[config.mk]
export PLATFORM = sky130hd
export DESIGN_NAME = thermostat_ctrl_flat
export DESIGN_NICKNAME = d
export VERILOG_FILES = /design/src/rtl/thermostat_ctrl_pkg.sv /design/src/rtl/thermostat_ctrl_if.sv /design/src/rtl/thermostat_ctrl_dwell_timer.sv /design/src/rtl/thermostat_ctrl.sv /design/src/flat_wrapper.sv
export SDC_FILE = /design/constraint.sdc
export NUM_CORES = 1
export LEC_CHECK = 0
export CORE_MARGIN = 5
export CORE_UTILIZATION = 50
export CTS_CLUSTER_DIAMETER = 200
export CTS_CLUSTER_SIZE = 20
export DETAILED_ROUTE_END_ITERATION = 7
export PLACE_DENSITY = 0.8
export SLEW_MARGIN = 30
export SYNTH_ARGS = -nofsm -noshare
export SYNTH_HDL_FRONTEND = slang
export SYNTH_SLANG_ARGS = --single-unit
[constraint.sdc]
create_clock -name clk -period 3.2 [get_ports clk]
set_input_delay 0.64 -clock clk [delete_from_list [all_inputs] [get_ports clk]]
set_output_delay 0.64 -clock clk [all_outputs]
set_load 0.05 [all_outputs]
[src/rtl/thermostat_ctrl_pkg.sv]
// Shared encodings for the thermostat controller slice.
package thermo_pkg;

   typedef enum logic [1:0] {
      ST_IDLE  = 2'd0,
      ST_COOL  = 2'd1,
      ST_HEAT  = 2'd2,
      ST_FAULT = 2'd3
   } state_t;

   typedef enum logic [1:0] {
      MD_OFF       = 2'd0,
      MD_COOL_ONLY = 2'd1,
      MD_HEAT_ONLY = 2'd2,
      MD_AUTO      = 2'd3
   } mode_t;

   function automatic logic cool_allowed(input logic [1:0] mode);
      return (mode == MD_COOL_ONLY) || (mode == MD_AUTO);
   endfunction

   function automatic logic heat_allowed(input logic [1:0] mode);
      return (mode == MD_HEAT_ONLY) || (mode == MD_AUTO);
   endfunction

endpackage

[src/rtl/thermostat_ctrl_if.sv]
// Sensor/config inputs and actuator outputs of the thermostat controller.
interface thermostat_ctrl_if #(parameter int W = 8);

   logic                sample_valid;
   logic signed [W-1:0] sensor;
   logic [1:0]          mode;
   logic signed [W-1:0] cool_on_th;
   logic signed [W-1:0] cool_off_th;
   logic signed [W-1:0] heat_on_th;
   logic signed [W-1:0] heat_off_th;
   logic                cool_o;
   logic                heat_o;
   logic                fault_o;
   logic [1:0]          state_o;

   modport master (
      output sample_valid, sensor, mode,
      output cool_on_th, cool_off_th, heat_on_th, heat_off_th,
      input  cool_o, heat_o, fault_o, state_o
   );

   modport slave (
      input  sample_valid, sensor, mode,
      input  cool_on_th, cool_off_th, heat_on_th, heat_off_th,
      output cool_o, heat_o, fault_o, state_o
   );

endinterface

[src/rtl/thermostat_ctrl_dwell_timer.sv]
// Loadable down-counter that sticks at zero; guards minimum on/off times.
module dwell_timer #(
   parameter int DWELL_W = 16
) (
   input  logic               clk,
   input  logic               rstn,
   input  logic               i_load,
   input  logic [DWELL_W-1:0] i_load_val,
   output logic               o_zero
);

   logic [DWELL_W-1:0] r_cnt;

   // Load has priority over the saturating decrement.
   always_ff @(posedge clk or negedge rstn) begin
      if (!rstn) begin
         r_cnt <= '0;
      end else if (i_load) begin
         r_cnt <= i_load_val;
      end else if (r_cnt != '0) begin
         r_cnt <= r_cnt - DWELL_W'(1);
      end else begin
         r_cnt <= r_cnt;
      end
   end

   assign o_zero = (r_cnt == '0);

endmodule

[src/rtl/thermostat_ctrl.sv]
// Hysteresis thermostat: IDLE/COOL/HEAT/FAULT with dwell lockout and
// debounced sensor-plausibility fault handling.
module thermostat_ctrl
   import thermo_pkg::*;
#(
   parameter int W         = 8,
   parameter int DWELL_W   = 16,
   parameter int MIN_ON    = 100,
   parameter int MIN_OFF   = 100,
   parameter int FAULT_LO  = -40,
   parameter int FAULT_HI  = 100,
   parameter int FAULT_CNT = 3
) (
   input  logic               clk,
   input  logic               rstn,
   thermostat_ctrl_if.slave   io_bus
);

   localparam int                  FCW      = (FAULT_CNT < 2) ? 1 : $clog2(FAULT_CNT + 1);
   localparam logic signed [W-1:0] LO_LIM   = W'(FAULT_LO);
   localparam logic signed [W-1:0] HI_LIM   = W'(FAULT_HI);
   localparam logic [FCW-1:0]      FCNT_MAX = FCW'(FAULT_CNT);

   state_t           r_state;
   logic             r_cool;
   logic             r_heat;
   logic             r_fault;
   logic [FCW-1:0]   r_fcnt;

   state_t           w_nxt_state;
   logic             w_impl;
   logic [FCW-1:0]   w_fcnt_inc;
   logic             w_fault_hit;
   logic             w_recover;
   logic             w_dwell_zero;
   logic             w_dwell_load;
   logic [DWELL_W-1:0] w_dwell_val;
   logic             w_cool_en;
   logic             w_heat_en;

   assign w_impl      = (io_bus.sensor < LO_LIM) || (io_bus.sensor > HI_LIM);
   assign w_fcnt_inc  = r_fcnt + FCW'(1);
   assign w_fault_hit = io_bus.sample_valid && w_impl && (r_state != ST_FAULT)
                        && (w_fcnt_inc == FCNT_MAX);
   assign w_recover   = io_bus.sample_valid && !w_impl && (r_state == ST_FAULT)
                        && (w_fcnt_inc == FCNT_MAX);
   assign w_cool_en   = cool_allowed(io_bus.mode);
   assign w_heat_en   = heat_allowed(io_bus.mode);

   // Next-state decision; fault entry outranks every threshold/dwell rule.
   always_comb begin
      w_nxt_state = r_state;
      case (r_state)
         ST_IDLE: begin
            if (w_fault_hit) begin
               w_nxt_state = ST_FAULT;
            end else if (io_bus.sample_valid && w_dwell_zero && w_cool_en
                         && (io_bus.sensor > io_bus.cool_on_th)) begin
               w_nxt_state = ST_COOL;
            end else if (io_bus.sample_valid && w_dwell_zero && w_heat_en
                         && (io_bus.sensor < io_bus.heat_on_th)) begin
               w_nxt_state = ST_HEAT;
            end else begin
               w_nxt_state = ST_IDLE;
            end
         end
         ST_COOL: begin
            if (w_fault_hit) begin
               w_nxt_state = ST_FAULT;
            end else if (!w_cool_en) begin
               w_nxt_state = ST_IDLE;
            end else if (io_bus.sample_valid && w_dwell_zero
                         && (io_bus.sensor < io_bus.cool_off_th)) begin
               w_nxt_state = ST_IDLE;
            end else begin
               w_nxt_state = ST_COOL;
            end
         end
         ST_HEAT: begin
            if (w_fault_hit) begin
               w_nxt_state = ST_FAULT;
            end else if (!w_heat_en) begin
               w_nxt_state = ST_IDLE;
            end else if (io_bus.sample_valid && w_dwell_zero
                         && (io_bus.sensor > io_bus.heat_off_th)) begin
               w_nxt_state = ST_IDLE;
            end else begin
               w_nxt_state = ST_HEAT;
            end
         end
         ST_FAULT: begin
            if (w_recover) begin
               w_nxt_state = ST_IDLE;
            end else begin
               w_nxt_state = ST_FAULT;
            end
         end
         default: begin
            w_nxt_state = ST_IDLE;
         end
      endcase
   end

   // Entering FAULT does not touch the dwell; its exit reloads MIN_OFF.
   assign w_dwell_load = (w_nxt_state != r_state) && (w_nxt_state != ST_FAULT);
   assign w_dwell_val  = (w_nxt_state == ST_IDLE) ? DWELL_W'(MIN_OFF) : DWELL_W'(MIN_ON);

   dwell_timer #(.DWELL_W(DWELL_W)) u_dwell (
      .clk        (clk),
      .rstn       (rstn),
      .i_load     (w_dwell_load),
      .i_load_val (w_dwell_val),
      .o_zero     (w_dwell_zero)
   );

   // State, decoded outputs and the plausibility run-length counter.
   always_ff @(posedge clk or negedge rstn) begin
      if (!rstn) begin
         r_state <= ST_IDLE;
         r_cool  <= 1'b0;
         r_heat  <= 1'b0;
         r_fault <= 1'b0;
         r_fcnt  <= '0;
      end else begin
         r_state <= w_nxt_state;
         r_cool  <= (w_nxt_state == ST_COOL);
         r_heat  <= (w_nxt_state == ST_HEAT);
         r_fault <= (w_nxt_state == ST_FAULT);
         if (!io_bus.sample_valid) begin
            r_fcnt <= r_fcnt;
         end else if (w_fault_hit || w_recover) begin
            r_fcnt <= '0;
         end else if ((r_state == ST_FAULT) != w_impl) begin
            r_fcnt <= w_fcnt_inc;
         end else begin
            r_fcnt <= '0;
         end
      end
   end

   assign io_bus.state_o = r_state;
   assign io_bus.cool_o  = r_cool;
   assign io_bus.heat_o  = r_heat;
   assign io_bus.fault_o = r_fault;

endmodule

[src/flat_wrapper.sv]
// flat-port wrapper written by rule: the top's interface ports become plain ports
module thermostat_ctrl_flat import thermo_pkg::*;
#(
   parameter int W         = 8,
   parameter int DWELL_W   = 16,
   parameter int MIN_ON    = 100,
   parameter int MIN_OFF   = 100,
   parameter int FAULT_LO  = -40,
   parameter int FAULT_HI  = 100,
   parameter int FAULT_CNT = 3
)
  (clk, rstn, io_bus_sample_valid, io_bus_sensor, io_bus_mode, io_bus_cool_on_th, io_bus_cool_off_th, io_bus_heat_on_th, io_bus_heat_off_th, io_bus_cool_o, io_bus_heat_o, io_bus_fault_o, io_bus_state_o);
  thermostat_ctrl_if #(.W(W)) io_bus_i ();
  input  logic clk;
  input  logic rstn;
  input wire logic [$bits(io_bus_i.sample_valid)-1:0] io_bus_sample_valid;
  input wire logic [$bits(io_bus_i.sensor)-1:0] io_bus_sensor;
  input wire logic [$bits(io_bus_i.mode)-1:0] io_bus_mode;
  input wire logic [$bits(io_bus_i.cool_on_th)-1:0] io_bus_cool_on_th;
  input wire logic [$bits(io_bus_i.cool_off_th)-1:0] io_bus_cool_off_th;
  input wire logic [$bits(io_bus_i.heat_on_th)-1:0] io_bus_heat_on_th;
  input wire logic [$bits(io_bus_i.heat_off_th)-1:0] io_bus_heat_off_th;
  output wire logic [$bits(io_bus_i.cool_o)-1:0] io_bus_cool_o;
  output wire logic [$bits(io_bus_i.heat_o)-1:0] io_bus_heat_o;
  output wire logic [$bits(io_bus_i.fault_o)-1:0] io_bus_fault_o;
  output wire logic [$bits(io_bus_i.state_o)-1:0] io_bus_state_o;
  assign io_bus_i.sample_valid = io_bus_sample_valid;
  assign io_bus_i.sensor = io_bus_sensor;
  assign io_bus_i.mode = io_bus_mode;
  assign io_bus_i.cool_on_th = io_bus_cool_on_th;
  assign io_bus_i.cool_off_th = io_bus_cool_off_th;
  assign io_bus_i.heat_on_th = io_bus_heat_on_th;
  assign io_bus_i.heat_off_th = io_bus_heat_off_th;
  assign io_bus_cool_o = io_bus_i.cool_o;
  assign io_bus_heat_o = io_bus_i.heat_o;
  assign io_bus_fault_o = io_bus_i.fault_o;
  assign io_bus_state_o = io_bus_i.state_o;
  thermostat_ctrl #(.W(W), .DWELL_W(DWELL_W), .MIN_ON(MIN_ON), .MIN_OFF(MIN_OFF), .FAULT_LO(FAULT_LO), .FAULT_HI(FAULT_HI), .FAULT_CNT(FAULT_CNT)) u_core (.clk(clk), .rstn(rstn), .io_bus(io_bus_i));
endmodule
==> flow_summary.yaml <==
setup_path:
  path_max_fanout: 9
  crit_slowest_cell: "clkdlybuf4s50_1"
  crit_family: "compound AO/OA/AOI/OAI gates"
  critPathMaxStageDelay_ns: 0.46
  crit_buf_inv: 3
  criticalPathCategory: "input pin to flip-flop"
  endpoint_kind: "flip-flop"
  worstSetupStartpointType: "input pin"
  critical_path_required_ns: 3.40
  crit_path_cell_trace: "clkdlybuf4s50_1, inv_1, ha_1, a211oi_1, o21ai_1, a221oi_1, o22ai_1, o32ai_1, or2_1, buf_4, nand3b_1"
  crit_arrival_ns: 3.09
floorplan:
  ios: 50
  core-area_um2: 4058
  die-area_um2: 5633
  initial_utilization_pct: 52.14
  fp.dieH_um: 75.05
  die_w_um: 75.05
  num_rows: 23
timing:
  hold_viol_final: 0
  tns_ns: 0
  clock.fmax_ghz: 0.3464
  min_period_ns: 2.887
  rsz0062_at_grt: "false"
  slew_headroom_pct: 64.43
  fin_crit_sh_pct: 90.21
  finalSetupViolations: 0
  fin_skew_ns: 0.003559
  worst-slew-pin-transition_ns: 0.5261
  slew_violations: 0
power_and_ir_drop:
  p_leak_nw: 1.366
  powerDensity_nw_per_um2: 583.5
  ir_drop_uv: 632.7
cts:
  cts_tree: "built"
  cts_setup_buffers: 0
  cts.clk_slew.worst_paths_ns: 0.08
  cts_root_buf: "clkbuf_8"
  cts_buffers: 3
  cts_max_path_buffers: 2
  cts.sinks: 23
  htreeDepth: 1
  ctsHoldBuffers: 0
  worstSkewPairLatency_ns: 0.27
  cts_resized: 0
grt:
  grt_pass1_wl_um: 8411
  grt_max_degree: 24
  antenna_found_initial: 0
  overflow: 0
  track_usage_pct: 19.29
  grt_pass1_vias: 1858
drt:
  first_iter_violations: 59
  wl_per_cell_um: 13.68
  drc: 0
  vias_per_cell: 5.285
  vias: 1929
  ant_nets: 0
  drt_first_pass_iters: 4
  routed_wl_um: 4995
synth:
  synth.distinct_cells: 50
  ys_warn_count: 0
  avgSynthCellArea_um2: 8.265
  synthArstFlopShare_pct: 100.0
  syn_area_um2: 2116
  ys.flop_type: "dfrtp_1"
  ys_top_cells_by_area: "dfrtp_1 (27%), ha_1 (20%), inv_1 (7.5%)"
  postSynthCellCount: 256
  synth_top_area_cell: "dfrtp_1"
  synth_top_area_share_pct: 27.20
  seq_area_frac_synth_pct: 27.20
  synth_edf_count: 0
  synth_seq_cells: 23
  syn-num-nets: 334
finish:
  layout_commonest_cell: "clkdlybuf4s50_1"
  antenna_cells: 0
  seq_area_um2: 575.6
  multi_input_area_um2: 1361
  mostFrequentLayoutCells: "clkdlybuf4s50_1 (49), inv_1 (42), ha_1 (33), nor2_1 (27), dfrtp_1 (23)"
  final_cell_count_no_fill: 365
  layout.nets: 394
  fillCellCount: 342
  drive_above_1_share_pct: 6.349
  area_growth_pct: 30.87
hold_path:
  hold_path_class: "flip-flop to flip-flop"
placement:
  numPlacedInstances: 361
  hpwlAfterDp_um: 4203
  routabilityCongestion: 0.9019
  numPortBuffers: 49
outcome:
  status: "finished, final reports clean"
job:
  maxCapViolCount: 0
[registers in the layout, indices dropped and copies added, names as in the netlist]
name / count
u_core.io_bus.heat_o: 1
u_core.u_dwell.r_cnt: 16
u_core.io_bus.fault_o: 1
u_core.io_bus.state_o: 2
u_core.io_bus.cool_o: 1
u_core.r_fcnt: 2
[through the flow]
step	worst slack, ns	utilization, %	area, µm²	total power [mW]	hold WS (ns)
2_1_floorplan	0.6452	-	2116	1.167	0.3444
3_3_place_gp	0.08197	67.10	2723	1.419	0.5096
3_5_place_dp	0.03514	67.10	2723	1.437	0.5198
4_1_cts	0.3146	68.24	2769	1.620	0.5487
5_1_grt	0.09212	68.24	2769	1.767	0.5596
6_report	0.3133	68.24	2769	1.616	0.5401
[worst reg2reg max path, cell delays in order, from the launching register on]
cell and delay, ns:
dfrtp_1 0.41, inv_1 0.12, ha_1 0.15, nor4b_1 0.45, nand3_1 0.26, o31ai_1 0.28, nand3_1 0.13, a21boi_4 0.17
or3_4 0.38, nor3b_1 0.15
[cell families after synthesis]
logic type	after synthesis	share of synthesized area, %
flip-flops	23	27.20
buffers and inverters	46	8.456
AO/OA/AOI/OAI	45	15.02
adder cells (fa/ha/maj)	33	19.52
AND/OR/NAND/NOR	97	24.84
XOR/XNOR	12	4.967
[cell type report]
type / count / share of cell area (%)
Clock buffer: 3 / 1.491
Multi-Input combinational cell: 187 / 49.16
Inverter: 42 / 5.694
Sequential cell: 23 / 20.79
Tap cell: 50 / 2.259
Clock inverter: 1 / 0.1807
Timing Repair Buffer: 59 / 20.42
[power by group]
group / switching [mW] / internal [mW]
clock network: 0.0936 / 0.0870
registers: 0.117 / 0.408
logic: 0.487 / 0.423
[synth_stat cells (2+ instances only)]
cell type and instances:
inv_1 42, ha_1 33, nor2_1 27, dfrtp_1 23
nand2_1 14, a21oi_1 11, nor2b_1 8, nor3_1 8
xnor2_1 8, o21ai_0 7, nand2b_1 6, a211oi_1 5
nand3_1 5, nand4_1 5, nor4_1 5, a21o_1 4
xor2_1 4, nor3b_1 3, and3_1 2, buf_2 2
nand3b_1 2, o221ai_1 2, o22ai_1 2, o31ai_1 2
[final timing paths]
check                                                    start                                    to  slack, ns  depth (start not counted)
min in group asynchronous                                 rstn       u_core.io_bus.fault_o$_DFF_PN0_       0.72                          2
hold / removal                    u_core.r_fcnt[0]$_DFFE_PN0P_          u_core.r_fcnt[0]$_DFFE_PN0P_       0.54                          3
hold reg to reg                   u_core.r_fcnt[0]$_DFFE_PN0P_          u_core.r_fcnt[0]$_DFFE_PN0P_       0.54                          3
setup / recovery                          io_bus_heat_on_th[2]   u_core.u_dwell.r_cnt[6]$_DFFE_PN0P_       0.31                         11
max in group asynchronous                                 rstn  u_core.u_dwell.r_cnt[15]$_DFFE_PN0P_       2.25                          2
setup reg to reg           u_core.u_dwell.r_cnt[0]$_DFFE_PN0P_   u_core.u_dwell.r_cnt[1]$_DFFE_PN0P_       0.59                          9
[routing by layer]
metal / wire (µm) / global-route usage (%) / vias to the layer above / part of all wire (%)
li1: - / - / 1010 / -
met1: 2377 / 26.09 / 878 / 48
met2: 2330 / 32.40 / 35 / 47
met3: 240 / 3.471 / 6 / 4.8
met4: 47 / 3.755 / 0 / 0.94
met5: 0 / 0 / - / 0
No activity file was read; power rests on OpenSTA's default activity.
